**src/rtl/tlul_timer_if.sv**
```systemverilog
// TL-UL A/D channel bundle between a host (master) and the timer device (slave).
interface tlul_timer_if;
  logic        a_valid;
  logic [2:0]  a_opcode;
  logic [2:0]  a_param;
  logic [1:0]  a_size;
  logic [7:0]  a_source;
  logic [31:0] a_address;
  logic [3:0]  a_mask;
  logic [31:0] a_data;
  logic        a_ready;

  logic        d_valid;
  logic [2:0]  d_opcode;
  logic [2:0]  d_param;
  logic [1:0]  d_size;
  logic [7:0]  d_source;
  logic        d_sink;
  logic [31:0] d_data;
  logic        d_error;
  logic        d_ready;

  modport master (
    output a_valid, a_opcode, a_param, a_size, a_source, a_address, a_mask, a_data, d_ready,
    input  a_ready, d_valid, d_opcode, d_param, d_size, d_source, d_sink, d_data, d_error
  );

  modport slave (
    input  a_valid, a_opcode, a_param, a_size, a_source, a_address, a_mask, a_data, d_ready,
    output a_ready, d_valid, d_opcode, d_param, d_size, d_source, d_sink, d_data, d_error
  );
endinterface

```
**src/rtl/tlul_timer.sv**
```systemverilog
// TL-UL responder with a 64-bit mtime/mtimecmp timer and registered level interrupt.
// Define TLUL_TIMER_PRESCALER_EN to add the PRESCALE register at offset 0x14.
module tlul_timer #(
  parameter int          AddrBits    = 5,
  parameter logic [63:0] MtimecmpRst = 64'hFFFF_FFFF_FFFF_FFFF
) (
  input  logic        clk_i,
  input  logic        rst_i,
  tlul_timer_if.slave tl,
  output logic        timer_irq_o
);
  localparam logic [2:0] OpPutFull    = 3'd0;
  localparam logic [2:0] OpPutPartial = 3'd1;
  localparam logic [2:0] OpGet        = 3'd4;
  localparam logic [2:0] OpAck        = 3'd0;
  localparam logic [2:0] OpAckData    = 3'd1;

  localparam logic [AddrBits-1:0] OffMtimeLo    = AddrBits'(5'h00);
  localparam logic [AddrBits-1:0] OffMtimeHi    = AddrBits'(5'h04);
  localparam logic [AddrBits-1:0] OffMtimecmpLo = AddrBits'(5'h08);
  localparam logic [AddrBits-1:0] OffMtimecmpHi = AddrBits'(5'h0C);
  localparam logic [AddrBits-1:0] OffCtrl       = AddrBits'(5'h10);
  localparam logic [AddrBits-1:0] OffPrescale   = AddrBits'(5'h14);

  logic        rsp_valid_reg;
  logic [2:0]  rsp_opcode_reg;
  logic [1:0]  rsp_size_reg;
  logic [7:0]  rsp_source_reg;
  logic [31:0] rsp_data_reg;
  logic        rsp_error_reg;

  logic [31:0] mtime_lo_reg, mtime_hi_reg;
  logic [31:0] mtimecmp_lo_reg, mtimecmp_hi_reg;
  logic        en_reg;
  logic        irq_reg;

  logic [AddrBits-1:0] offset;
  logic        req, is_get, is_put, mapped, err, wr;
  logic        wr_mtime_lo, wr_mtime_hi, wr_cmp_lo, wr_cmp_hi, wr_ctrl, wr_prescale;
  logic [31:0] rd_value, bit_mask;
  logic [31:0] mtime_lo_next, mtime_hi_next;
  logic        tick;
  logic        unused_bits;

  function automatic logic [31:0] merge(input logic [31:0] old_val, input logic [31:0] new_val,
                                        input logic [31:0] bmask);
    return (old_val & ~bmask) | (new_val & bmask);
  endfunction

  generate
    for (genvar gi = 0; gi < 4; gi++) begin : g_mask
      assign bit_mask[gi*8 +: 8] = {8{tl.a_mask[gi]}};
    end
  endgenerate

  assign offset      = tl.a_address[AddrBits-1:0];
  assign req         = tl.a_valid & ~rsp_valid_reg;
  assign is_get      = (tl.a_opcode == OpGet);
  assign is_put      = (tl.a_opcode == OpPutFull) | (tl.a_opcode == OpPutPartial);
  assign unused_bits = ^{tl.a_param, tl.a_address[31:AddrBits]};

`ifdef TLUL_TIMER_PRESCALER_EN
  logic [15:0] prescale_reg;
  logic [15:0] pre_cnt_reg;
  logic [15:0] prescale_wdata;

  assign prescale_wdata = (prescale_reg & ~bit_mask[15:0]) | (tl.a_data[15:0] & bit_mask[15:0]);
  assign tick           = en_reg & (pre_cnt_reg == 16'd0);

  // Counter sits at zero while disabled so enabling ticks on the very next edge.
  always_ff @(posedge clk_i) begin
    if (rst_i) begin
      prescale_reg <= 16'd0;
      pre_cnt_reg  <= 16'd0;
    end else begin
      if (wr_prescale) prescale_reg <= prescale_wdata;
      if (!en_reg)          pre_cnt_reg <= 16'd0;
      else if (wr_prescale) pre_cnt_reg <= prescale_wdata;
      else if (tick)        pre_cnt_reg <= prescale_reg;
      else                  pre_cnt_reg <= pre_cnt_reg - 16'd1;
    end
  end
`else
  assign tick = en_reg;
`endif

  always_comb begin
    mapped   = 1'b1;
    rd_value = '0;
    case (offset)
      OffMtimeLo:    rd_value = mtime_lo_reg;
      OffMtimeHi:    rd_value = mtime_hi_reg;
      OffMtimecmpLo: rd_value = mtimecmp_lo_reg;
      OffMtimecmpHi: rd_value = mtimecmp_hi_reg;
      OffCtrl:       rd_value = {31'd0, en_reg};
`ifdef TLUL_TIMER_PRESCALER_EN
      OffPrescale:   rd_value = {16'd0, prescale_reg};
`endif
      default:       mapped = 1'b0;
    endcase
  end

  assign err = ~mapped | (tl.a_address[1:0] != 2'b00) | (tl.a_size > 2'd2) | ~(is_get | is_put);
  assign wr  = req & is_put & ~err;

  assign wr_mtime_lo = wr & (offset == OffMtimeLo);
  assign wr_mtime_hi = wr & (offset == OffMtimeHi);
  assign wr_cmp_lo   = wr & (offset == OffMtimecmpLo);
  assign wr_cmp_hi   = wr & (offset == OffMtimecmpHi);
  assign wr_ctrl     = wr & (offset == OffCtrl);
  assign wr_prescale = wr & (offset == OffPrescale);

  // A bus write to a half beats that cycle's tick; a LO write also kills the carry into HI.
  always_comb begin
    mtime_lo_next = mtime_lo_reg;
    mtime_hi_next = mtime_hi_reg;
    if (wr_mtime_lo)
      mtime_lo_next = merge(mtime_lo_reg, tl.a_data, bit_mask);
    else if (tick)
      mtime_lo_next = mtime_lo_reg + 32'd1;
    if (wr_mtime_hi)
      mtime_hi_next = merge(mtime_hi_reg, tl.a_data, bit_mask);
    else if (tick && !wr_mtime_lo && (mtime_lo_reg == 32'hFFFF_FFFF))
      mtime_hi_next = mtime_hi_reg + 32'd1;
  end

  always_ff @(posedge clk_i) begin
    if (rst_i) begin
      mtime_lo_reg    <= 32'd0;
      mtime_hi_reg    <= 32'd0;
      mtimecmp_lo_reg <= MtimecmpRst[31:0];
      mtimecmp_hi_reg <= MtimecmpRst[63:32];
      en_reg          <= 1'b0;
      irq_reg         <= 1'b0;
    end else begin
      mtime_lo_reg <= mtime_lo_next;
      mtime_hi_reg <= mtime_hi_next;
      if (wr_cmp_lo) mtimecmp_lo_reg <= merge(mtimecmp_lo_reg, tl.a_data, bit_mask);
      if (wr_cmp_hi) mtimecmp_hi_reg <= merge(mtimecmp_hi_reg, tl.a_data, bit_mask);
      if (wr_ctrl && tl.a_mask[0]) en_reg <= tl.a_data[0];
      irq_reg <= en_reg & ({mtime_hi_reg, mtime_lo_reg} >= {mtimecmp_hi_reg, mtimecmp_lo_reg});
    end
  end

  always_ff @(posedge clk_i) begin
    if (rst_i) begin
      rsp_valid_reg  <= 1'b0;
      rsp_opcode_reg <= OpAck;
      rsp_size_reg   <= 2'd0;
      rsp_source_reg <= 8'd0;
      rsp_data_reg   <= 32'd0;
      rsp_error_reg  <= 1'b0;
    end else if (req) begin
      rsp_valid_reg  <= 1'b1;
      rsp_opcode_reg <= is_get ? OpAckData : OpAck;
      rsp_size_reg   <= tl.a_size;
      rsp_source_reg <= tl.a_source;
      rsp_data_reg   <= (is_get && !err) ? rd_value : 32'd0;
      rsp_error_reg  <= err;
    end else if (rsp_valid_reg && tl.d_ready) begin
      rsp_valid_reg <= 1'b0;
    end
  end

  assign tl.a_ready   = ~rsp_valid_reg;
  assign tl.d_valid   = rsp_valid_reg;
  assign tl.d_opcode  = rsp_opcode_reg;
  assign tl.d_param   = 3'd0;
  assign tl.d_size    = rsp_size_reg;
  assign tl.d_source  = rsp_source_reg;
  assign tl.d_sink    = 1'b0;
  assign tl.d_data    = rsp_data_reg;
  assign tl.d_error   = rsp_error_reg;
  assign timer_irq_o  = irq_reg;
endmodule
```
**src/flat_wrapper.sv**
```systemverilog
// flat-port wrapper written by rule: the top's interface ports become plain ports
module tlul_timer_flat 
#(
  parameter int          AddrBits    = 5,
  parameter logic [63:0] MtimecmpRst = 64'hFFFF_FFFF_FFFF_FFFF
)
  (clk_i, rst_i, timer_irq_o, tl_a_valid, tl_a_opcode, tl_a_param, tl_a_size, tl_a_source, tl_a_address, tl_a_mask, tl_a_data, tl_d_ready, tl_a_ready, tl_d_valid, tl_d_opcode, tl_d_param, tl_d_size, tl_d_source, tl_d_sink, tl_d_data, tl_d_error);
  tlul_timer_if tl_i ();
  input  logic clk_i;
  input  logic rst_i;
  output logic timer_irq_o;
  input wire logic [$bits(tl_i.a_valid)-1:0] tl_a_valid;
  input wire logic [$bits(tl_i.a_opcode)-1:0] tl_a_opcode;
  input wire logic [$bits(tl_i.a_param)-1:0] tl_a_param;
  input wire logic [$bits(tl_i.a_size)-1:0] tl_a_size;
  input wire logic [$bits(tl_i.a_source)-1:0] tl_a_source;
  input wire logic [$bits(tl_i.a_address)-1:0] tl_a_address;
  input wire logic [$bits(tl_i.a_mask)-1:0] tl_a_mask;
  input wire logic [$bits(tl_i.a_data)-1:0] tl_a_data;
  input wire logic [$bits(tl_i.d_ready)-1:0] tl_d_ready;
  output wire logic [$bits(tl_i.a_ready)-1:0] tl_a_ready;
  output wire logic [$bits(tl_i.d_valid)-1:0] tl_d_valid;
  output wire logic [$bits(tl_i.d_opcode)-1:0] tl_d_opcode;
  output wire logic [$bits(tl_i.d_param)-1:0] tl_d_param;
  output wire logic [$bits(tl_i.d_size)-1:0] tl_d_size;
  output wire logic [$bits(tl_i.d_source)-1:0] tl_d_source;
  output wire logic [$bits(tl_i.d_sink)-1:0] tl_d_sink;
  output wire logic [$bits(tl_i.d_data)-1:0] tl_d_data;
  output wire logic [$bits(tl_i.d_error)-1:0] tl_d_error;
  assign tl_i.a_valid = tl_a_valid;
  assign tl_i.a_opcode = tl_a_opcode;
  assign tl_i.a_param = tl_a_param;
  assign tl_i.a_size = tl_a_size;
  assign tl_i.a_source = tl_a_source;
  assign tl_i.a_address = tl_a_address;
  assign tl_i.a_mask = tl_a_mask;
  assign tl_i.a_data = tl_a_data;
  assign tl_i.d_ready = tl_d_ready;
  assign tl_a_ready = tl_i.a_ready;
  assign tl_d_valid = tl_i.d_valid;
  assign tl_d_opcode = tl_i.d_opcode;
  assign tl_d_param = tl_i.d_param;
  assign tl_d_size = tl_i.d_size;
  assign tl_d_source = tl_i.d_source;
  assign tl_d_sink = tl_i.d_sink;
  assign tl_d_data = tl_i.d_data;
  assign tl_d_error = tl_i.d_error;
  tlul_timer #(.AddrBits(AddrBits), .MtimecmpRst(MtimecmpRst)) u_core (.clk_i(clk_i), .rst_i(rst_i), .tl(tl_i), .timer_irq_o(timer_irq_o));
endmodule
```
**config.mk**
```make
export PLATFORM = sky130hd
export DESIGN_NAME = tlul_timer_flat
export DESIGN_NICKNAME = d
export VERILOG_FILES = /design/src/rtl/tlul_timer_if.sv /design/src/rtl/tlul_timer.sv /design/src/flat_wrapper.sv
export SDC_FILE = /design/constraint.sdc
export NUM_CORES = 1
export LEC_CHECK = 0
export CAP_MARGIN = 5
export CORE_MARGIN = 1.5
export CORE_UTILIZATION = 25
export CTS_CLUSTER_SIZE = 8
export DETAILED_ROUTE_END_ITERATION = 8
export GPL_TIMING_DRIVEN = 0
export PLACE_DENSITY = 0.43
export SYNTH_ARGS = -nofsm -noshare
export SYNTH_HDL_FRONTEND = slang
export SYNTH_SLANG_ARGS = --single-unit
```
**constraint.sdc**
```tcl
create_clock -name clk_i -period 2.85 [get_ports clk_i]
set_input_delay 0.57 -clock clk_i [delete_from_list [all_inputs] [get_ports clk_i]]
set_output_delay 0.57 -clock clk_i [all_outputs]
set_load 0.05 [all_outputs]
```
# Yosys cells after proc, flatten, opt, wreduce, memory -nomap -nowiden

Index checks and enable logic that the tools add are counted.

ROM bits: 0
Bits in writable memories: 0
Bits in latches: 0
Memories kept: 0
Word-level logic and storage cells: 75
Bits of input ports: 88
Register bits: 177

Equality and inequality tests: 7
Divide/modulo/power cells: 0
Bitwise operators: 28
Reductions and logical operators: 14
Add/sub/neg operators: 2
Multiply operators: 0
Multiplexer cells: 10
Order comparisons: 2
Shift operators: 0

Operators by type and width:

| operator                                                         | number |
|---|---|
| 32-bit bitwise AND                                               | 5 |
| 32-bit two-way mux                                               | 5 |
| 32-bit one-hot mux with 5 select lines                           | 1 |
| 32-bit OR                                                        | 4 |
| 32-bit by 1-bit adder with 32-bit output (second input constant) | 2 |
| 64-bit >= comparator                                             | 1 |
| 32-bit == test (second input constant)                           | 1 |
| 32-bit inverter                                                  | 1 |
| 5-bit by 4-bit == test with 1-bit output (second input constant) | 2 |
| 1-bit bitwise AND                                                | 9 |
| 2-bit nonzero test                                               | 4 |
| 5-bit by 3-bit == test with 1-bit output (second input constant) | 1 |
| 5-bit == test (second input constant)                            | 1 |
| 1-bit logical AND                                                | 5 |
| 5-bit zero test                                                  | 1 |
| 1-bit OR                                                         | 5 |
| 5-bit OR reduction                                               | 1 |
| 1-bit two-way mux                                                | 4 |
| 1-bit inverter                                                   | 4 |
| 3-bit by 1-bit == test with 1-bit output (second input constant) | 1 |
| 3-bit == test (second input constant)                            | 1 |
| 3-bit zero test                                                  | 1 |
| 2-bit greater-than comparator (second input constant)            | 1 |
| 1-bit zero test                                                  | 2 |

# Depth between registers and ports, before layout

Gate-level depths: netlist of run 1.

Depth after elaboration: 15
Gate-level depth with buffers: 10
Gate-level depth less buffers: 8

# Least setup slack after synthesis of run 1

No wires, ideal clock.

Path kind: flip-flop to flip-flop
Start: register u_core.rsp_valid_reg, in the netlist u_core.tl.d_valid
End: register with a tool-made name
Arrival time: 2.393 ns
Data required time: 2.734 ns
Path buffers: 1
Path slack: 0.341 ns
Setup time: 0.116 ns
Stages on the path, launching flop included: 8
Cells stage by stage: dfxtp_1 > or4b_2 > o41ai_2 > buf_2 > nor2_1 > a211oi_1 > a31oi_1 > o211a_1

RTL lines:

| what                     | line              | text |
|---|---|---|
| start: declaration       | tlul_timer.sv:25  | `logic rsp_valid_reg;` |
| start signal: assignment | tlul_timer.sv:147 | `rsp_valid_reg <= 1'b0;` |
| start signal: assignment | tlul_timer.sv:154 | `rsp_valid_reg <= 1'b1;` |
| start signal: assignment | tlul_timer.sv:161 | `rsp_valid_reg <= 1'b0;` |

==> results of run 1 <==
## worst paths after layout
| kind | cells past startpoint | startpoint | endpoint | slack (ns) |
|---|---|---|---|---|
| hold / removal | 2 | u_core.tl.d_source[3] | u_core.tl.d_source[3] | 0.46 |
| setup / recovery | 8 | tl_a_address[4] | flip-flop | 0.07 |
| setup reg to reg | 7 | flip-flop | u_core.timer_irq_o | 0.08 |
| hold reg to reg | 2 | u_core.tl.d_source[3] | u_core.tl.d_source[3] | 0.46 |
## power by group through the flow
| stage | clock [W] | combinational (W) | sequential [W] |
|---|---|---|---|
| finish | 0.00244 | 0.000415 | 0.00247 |
| global route | 0.00259 | 0.000438 | 0.00247 |
| CTS | 0.00250 | 0.000414 | 0.00247 |
| detailed placement | 0 | 0.000405 | 0.00252 |
| global placement | 0 | 0.000408 | 0.00252 |
| floorplan | 0 | 0.000133 | 0.00256 |
## through the flow
stage               instances  cell area (um2)  setup WS [ns]
CTS                      1966            12500        0.00281
detailed placement       1929            11800          -1.28
global route             1965            12600        0.00108
global placement         1929            11800          -1.32
floorplan                1300            10100          0.341
finish                   1965            12600         0.0712
## layer usage
metal  vias up  wire [um]
met3        56       2620
met2       378      20300
met1      5163      20000
met4         0       1040
li1       5044          -
met5         -          0
## cells in the mapped netlist, types with 5 or more instances
master / instances / area [um2]
a2111oi_0: 6 / 52.6
a211oi_1: 11 / 82.6
a21oi_1: 143 / 716
a222oi_1: 32 / 320
a2bb2oi_1: 5 / 43.8
a311oi_1: 5 / 43.8
a31oi_1: 18 / 113
a32oi_1: 7 / 61.3
and2_1: 7 / 43.8
and3_1: 22 / 138
and4_1: 9 / 78.8
buf_2: 6 / 30.0
buf_4: 7 / 52.6
clkbuf_1: 74 / 278
dfxtp_1: 175 / 3500
ha_1: 66 / 826
inv_1: 80 / 300
nand2_1: 181 / 679
nand2b_1: 10 / 62.6
nand3_1: 45 / 225
nand4_1: 31 / 194
nor2_1: 98 / 368
nor2b_1: 5 / 31.3
nor3_1: 24 / 120
nor4_1: 17 / 106
o211ai_1: 67 / 503
o21ai_0: 37 / 185
o31ai_1: 5 / 37.5
or3_1: 5 / 31.3
## cells by family (layout without fill, tap and decap cells)
| kind of cell | count (synthesis) | after routing | share of synthesized area (%) |
|---|---|---|---|
| buffers and inverters | 174 | 314 | 7.02 |
| AO/OA/AOI/OAI | 387 | 387 | 25.8 |
| other | 1 | 6 | 0.0372 |
| XOR/XNOR | 4 | 4 | 0.348 |
| AND/OR/NAND/NOR | 485 | 485 | 23.5 |
| flip-flops | 175 | 175 | 34.8 |
| multiplexers | 3 | 3 | 0.323 |
| adder cells (fa/ha/maj) | 66 | 66 | 8.20 |
## tightest hold or removal path: stages, from the launching register on
cell and delay, ns:
dfxtp_1 0.31, nand2_1 0.05, a21oi_1 0.05
## timing repair
item	4_1_cts	5_1_grt
endpoints found under the setup margin	156	138
gates resized for setup	34	39
hold buffers	0	0
pin swaps	4	2
buffers inserted	9	3
gates cloned	0	1
## area by class of cell
cell class,count,area share [%]
buffer,85,3.36
multi-input combinational,951,47.6
timing repair buffer,117,9.05
clock buffer,21,3.81
tap,525,5.20
clock inverter,11,0.833
inverter,80,2.38
sequential,175,27.8
==> flow_results.org, run 1 <==
** Clock network
- Clock tree synthesis inserted a total of 17 buffers.
- For this design, the sink count on the clock tree is 175.
- No sink is reached through more buffers than the 2 on the longest clock path.
- CTS placed an instance of clkbuf_16 at the clock tree root.
- H-tree Lvls :: 4
- Worst-skew pair later-pin latency :: 0.47 ns
- Clock tree from TritonCTS :: built
- Clock transition at path regs :: 0.08 ns

** Floorplanning
- Placeable core area :: 0.0397 mm2
- The die is 204 um tall.
- Die W :: 204 um
- Die area :: 0.0415 mm2
- In this run the core area contains 73 standard-cell rows.
- For this configuration, the core starts out at a cell density of 25.3%.
- Ports placed on the boundary :: 141

** Routing
- The routed layout has 10600 vias.
- Dividing the detail-routed wire length by the instance count gives 22.4 um.
- Mean number of vias per cell :: 5.42
- In this run the remaining antenna-violating nets after routing total 0.
- For this run, the detailed router's first-pass iteration total came to 6.
- The final layout contains routed wiring with a total length of 44000 um.
- Final routed DRC violation total :: 0
- Iteration-0 DRC count of the detailed router :: 938

** Cells and area
- Cells fill 31.8% of the core in the end.
- Leading cell type in the layout, fill and taps excluded :: nand2_1
- In the final design database the tool counted 1581 nets.
- Leaving out fill and tap cells, the most frequent cells in the layout are 181 x nand2_1, 173 x dfxtp_1, 143 x a21oi_1, 104 x clkdlybuf4s50_1, 95 x nor2_1.
- Area growth syn-to-layout :: 25.4%
- Number of filler instances in the final layout :: 4298
- Count of inserted antenna diode cells :: 0
- Of the cells placed in the final design, the portion with a size suffix greater than 1 is 8.96%.
- Across the whole layout, storage elements account for 0.00351 mm2.
- Area of combinational cells with multiple inputs :: 0.00601 mm2

** Pwr
- Switching share of power :: 26.8%
- IR analysis of the VDD net gives a maximum drop of 0.412 mV.
- In this run the power spent charging and discharging nets is 0.00143 W.
- The internal portion of the total power is 0.00390 W.
- Power consumption :: 0.00533 W
- Power per unit of standard cell area :: 422 mW/mm2
- Flop pwr share :: 46.3%
- Of the total power, the clock network draws 45.9%.
- Share of power burned in combinational logic :: 7.8%
- Leakage power figure :: 4.96 nW

** Timing
- Max Clock Skew :: 0.0146 ns
- Number of hold-slack violations in the final timing report :: 0
- For the pin with the worst max-slew slack, the measured transition is 1.03 ns.
- Setup violations remaining at the end of the flow were counted as 0.
- Part of the cycle the worst path needs :: 97.5%
- Setup repair after global routing left no endpoint under its margin.
- Derived from the worst setup path, the maximum achievable clock frequency is 0.360 GHz.
- Adding up every negative setup slack in the final design gives 0 ns.
- The worst pin sits at a relative slew slack of 31.3%.
- On the final layout, the worst hold slack is 0.456 ns.
- The max-slew violation total from the final report was 0.
- After layout, the minimum clock period comes to 2.78 ns.

** Global route
- Met3 routing resource usage after global routing :: 3.12%
- For this run, the total global-route usage over all layers was measured as 21.4%.
- Global routing used 35.3% of the available met2 tracks.
- The first global-routing pass estimated 66100 um of wire.
- Congestion Overflow GR :: 0
- Busiest layer in global routing :: met2
- Entering global routing, the biggest net connects 17 pins.
- Global routing used 28.7% of the available met1 tracks.
- The number of antenna violations at the first check in global routing was 2.
- The via count of the first global-routing pass came to 10300.

** Logic synthesis
- Most used flip-flop cell after synthesis :: dfxtp_1
- Number of different library cells in the post-synthesis netlist :: 78
- Cell area after synthesis :: 0.0101 mm2
- The average instance in the mapped netlist occupies 7.77 um2.
- Synth Register Bits :: 175
- Counting flops with a built-in enable in the synthesized netlist gives 0.
- The Yosys step of the flow raised 0 warnings.
- Synthesis produced 1295 cells.
- FFs w/ async S/R, synth :: 0%
- Post-synthesis sequential area ratio :: 34.8%

** Worst hold path
- Hold Crit Class :: flip-flop to flip-flop

** Setup path
- STA classifies the critical path endpoint as a flip-flop.
- On the critical path the largest part of the delay comes from simple AND/OR/NAND/NOR gates.
- The worst setup path is of the input port to flip-flop kind.
- Data required time at the worst endpoint :: 3.19 ns
- Largest fanout on the critical path :: 6
- Critical path launch point type :: input port
- Cell with the largest stage delay on the worst path :: clkdlybuf4s50_1
- Traced cell by cell, the critical path runs through clkdlybuf4s50_1 -> or3_4 -> nor4_4 -> buf_4 -> and2_0 -> clkbuf_2 -> nor3_1 -> a2111oi_1.
- CP peak stage delay :: 0.54 ns
- Arrival @ worst endpoint :: 3.12 ns
- Counting both buffers and inverters, the worst setup path holds a total of 3.

** Placement
- Input and output buffers added on the ports amount to 104.
- At the end of routability-driven placement, the weighted congestion stood at 0.876.
- The HPWL after detailed placement is 32700 um.

** Job
- Max-Cap Viols :: 0

** Run status
- Result of the run :: complete, no violations
No activity file was read; power rests on OpenSTA's default activity.
==> run 2, diff against run 1 <==
--- a/config.mk
+++ b/config.mk
@@ -12,6 +12,7 @@
 export DETAILED_ROUTE_END_ITERATION = 8
 export GPL_TIMING_DRIVEN = 0
 export PLACE_DENSITY = 0.43
+export RECOVER_POWER = 100
 export SYNTH_ARGS = -nofsm -noshare
 export SYNTH_HDL_FRONTEND = slang
 export SYNTH_SLANG_ARGS = --single-unit
==> run 2 against run 1 <==
Critical path depth down 1. Routed wire length up 0.18%. Final cell count about the same. Critical path type is now flip-flop to flip-flop. Largest cell class unchanged. Highest routed layer unchanged.
==> flow_results.org, run 2 (synthesis gave the netlist of run 1 again) <==
** Clock network
- The tree is rooted in a clkbuf_16.
- Worst-skew pair later-pin latency :: 0.47 ns
- The clock passes through at most 2 buffers.
- The number of clock buffers added by TritonCTS is 17.
- After clock tree synthesis, the clock-pin slew on the worst setup and hold paths is 0.08 ns.
- H-tree Lvls :: 4
- Clock Sink Count :: 175
- Clock tree from TritonCTS :: built

** Placement
- Setup Slack @ Placement :: -1.28 ns
- HPWL after detailed placement :: 32700 um
- At the end of routability-driven placement, the weighted congestion stood at 0.876.
- Buffers placed on the I/O ports in this run total 104.

** Global route
- First-pass GRT wire length :: 66100 um
- Vias in the first global route :: 10300
- Congestion Overflow GR :: 0
- In the global route stage, overall resource usage came out at 21.4%.
- Largest net degree at the start of global routing :: 17
- The number of antenna violations at the first check in global routing is 2.

** Routing
- In the routed design, unresolved DRC markers number 0.
- Met1 routed wirelength after detailed routing :: 19900 um
- The routed design uses 20400 um of met2 wire.
- The first detailed-routing pass took 8 iterations.
- Mean number of vias per cell :: 5.40
- Wire length on met3 :: 2760 um
- For this block, the initial DRC count from the detailed router was 1032.
- Highest Signal Layer :: met4
- Drt wl/cell :: 22.4 um
- Routed vias :: 10600
- Total Wirelength :: 44100 um
- Remaining antenna violation count :: 0

** Timing
- Part of the cycle the worst path needs :: 99.1%
- RSZ-0062 raised after global routing :: no
- After routing, the total negative slack on setup checks comes to 0 ns.
- Number of slew-limit violations in the final report :: 0
- For the finished layout, the period the worst path requires is 2.82 ns.
- Total of endpoints with negative setup slack in the final report :: 0
- Worst max-slew margin expressed relative to the limit :: 30.8%
- The worst path meets setup with 0.0268 ns of slack.
- Between clock sinks in the finished design, the worst skew comes to 0.0163 ns.
- At the pin with the least slew margin, the transition time is 1.04 ns.
- Number of hold-slack violations in the final timing report :: 0
- Fin Hold WS :: 0.453 ns
- FMAX :: 0.354 GHz

** Floorplanning
- The die covers 0.0415 mm2.
- Site Rows :: 73
- The die is 204 um tall.
- For this configuration, the core starts out at a cell density of 25.3%.
- During I/O placement, the number of pins put on the boundary was 141.
- Placeable core area :: 0.0397 mm2
- The floorplan step set the die width to 204 um.

** Cells and area
- Cells with a size suffix above 1 make up 8.82% of the layout.
- The top cell types in the final layout, fill and taps aside, are 181 x nand2_1, 173 x dfxtp_1, 143 x a21oi_1, 95 x nor2_1, 80 x inv_1.
- Compared with the post-synthesis result, the final layout area differs by 25.2%.
- Number of nets in the final layout :: 1581
- Leading cell type in the layout, fill and taps excluded :: nand2_1
- Fill cells in the final layout number 4302.
- Cells fill 31.7% of the core in the end.

** Worst hold path
- The min-delay analysis places its worst path in the category flip-flop to flip-flop.
- Source of the worst hold timing path :: u_core.tl.d_source[3]

** Pwr
- Switch Pwr :: 0.00143 W
- Flop pwr share :: 46.3%
- Power per unit of standard cell area :: 422 mW/mm2
- Power consumption :: 0.00532 W
- Internal power :: 0.00389 W
- Per report_power, the combinational group accounts for 7.7% of the total.
- Of the total power, the clock network draws 45.9%.
- Across the VDD grid, the largest voltage drop is 0.400 mV.
- In this run the static leakage power is 5.08 nW.
- In this run switching power makes up 26.8% of total power.

** Setup path
- Data on the critical path arrives at its endpoint at 3.12 ns.
- Largest fanout on the critical path :: 8
- The worst setup path is of the flip-flop to flip-flop kind.
- Cell-by-cell listing of the critical path :: ha_1 -> a21oi_1 -> o21ai_0 -> a221oi_2 -> o31ai_1 -> o311ai_0 -> nand3_1
- CP peak stage delay :: 0.62 ns
- STA classifies the critical path endpoint as a flip-flop.
- For the worst setup path, the data required time is 3.15 ns.
- The slowest stage of the critical path belongs to the cell a221oi_2.
- STA classifies the critical path startpoint as a flip-flop.

** Job
- Max-Cap Viols :: 0

** Run status
- Result of the run :: complete, no violations
==> run 2: changes by cell type in the layout (fill, tap and decap cells not counted), moves of 2 or more <==
cell,change
buf_4,-2
clkbuf_4,+2
clkdlybuf4s50_1,-48
dlygate4sd3_1,+48
==> run 2: final timing paths <==
| path | depth (start not counted) | to | slack, ns |
|---|---|---|---|
| worst max-delay path | 7 | u_core.timer_irq_o | 0.03 |
| worst min-delay path | 2 | u_core.tl.d_source[3] | 0.45 |
| worst max register to register | 7 | u_core.timer_irq_o | 0.03 |
| worst min register to register | 2 | u_core.tl.d_source[3] | 0.45 |
==> run 2: final cells by class <==
class                           instances  area, um2  share of cell area, %
Tap cell                              525        657                   5.21
Sequential cell                       175       3510                   27.8
Inverter                               80        300                   2.38
Buffer                                 85        420                   3.33
Timing Repair Buffer                  117       1140                   9.03
Antenna cell                            1       2.50                 0.0198
Clock inverter                         11        105                  0.834
Multi-Input combinational cell        951       6000                   47.6
Clock buffer                           21        480                   3.81
==> run 2: stage by stage <==
stage | std cells | area [um2]
final | 1966 | 12600
after global routing | 1965 | 12600
after CTS | 1966 | 12500
after detailed placement | 1929 | 11800
after global placement | 1929 | 11800
after floorplan | 1300 | 10100
==> run 2: worst max-delay path, delay by kind of cell, from the launching register on <==
family	cells	cell delay (ns)
AO/OA/AOI/OAI	5	1.64
adder cells (fa/ha/maj)	1	0.30
flip-flops	1	0.50
AND/OR/NAND/NOR	1	0.21
==> run 2: repair_timing <==
action                     CTS  global route
gates resized for setup     34            39
cloned                       0             1
setup buffers                9             3
setup endpoints to repair  156           138
hold buffers                 0             0
pin swaps                    4             2
==> run 2: power groups by stage <==
stage,logic [W],clock network [W],registers [W]
2_1_floorplan,0.000133,0,0.00256
3_3_place_gp,0.000408,0,0.00252
3_5_place_dp,0.000405,0,0.00252
4_1_cts,0.000414,0.00250,0.00247
5_1_grt,0.000433,0.00259,0.00247
6_report,0.000411,0.00244,0.00247
==> run 2: layer usage <==
layer,global-route usage [%],up-vias
li1,-,5043
met1,28.7,5115
met2,35.3,398
met3,3.12,57
met4,6.90,0
met5,0,-
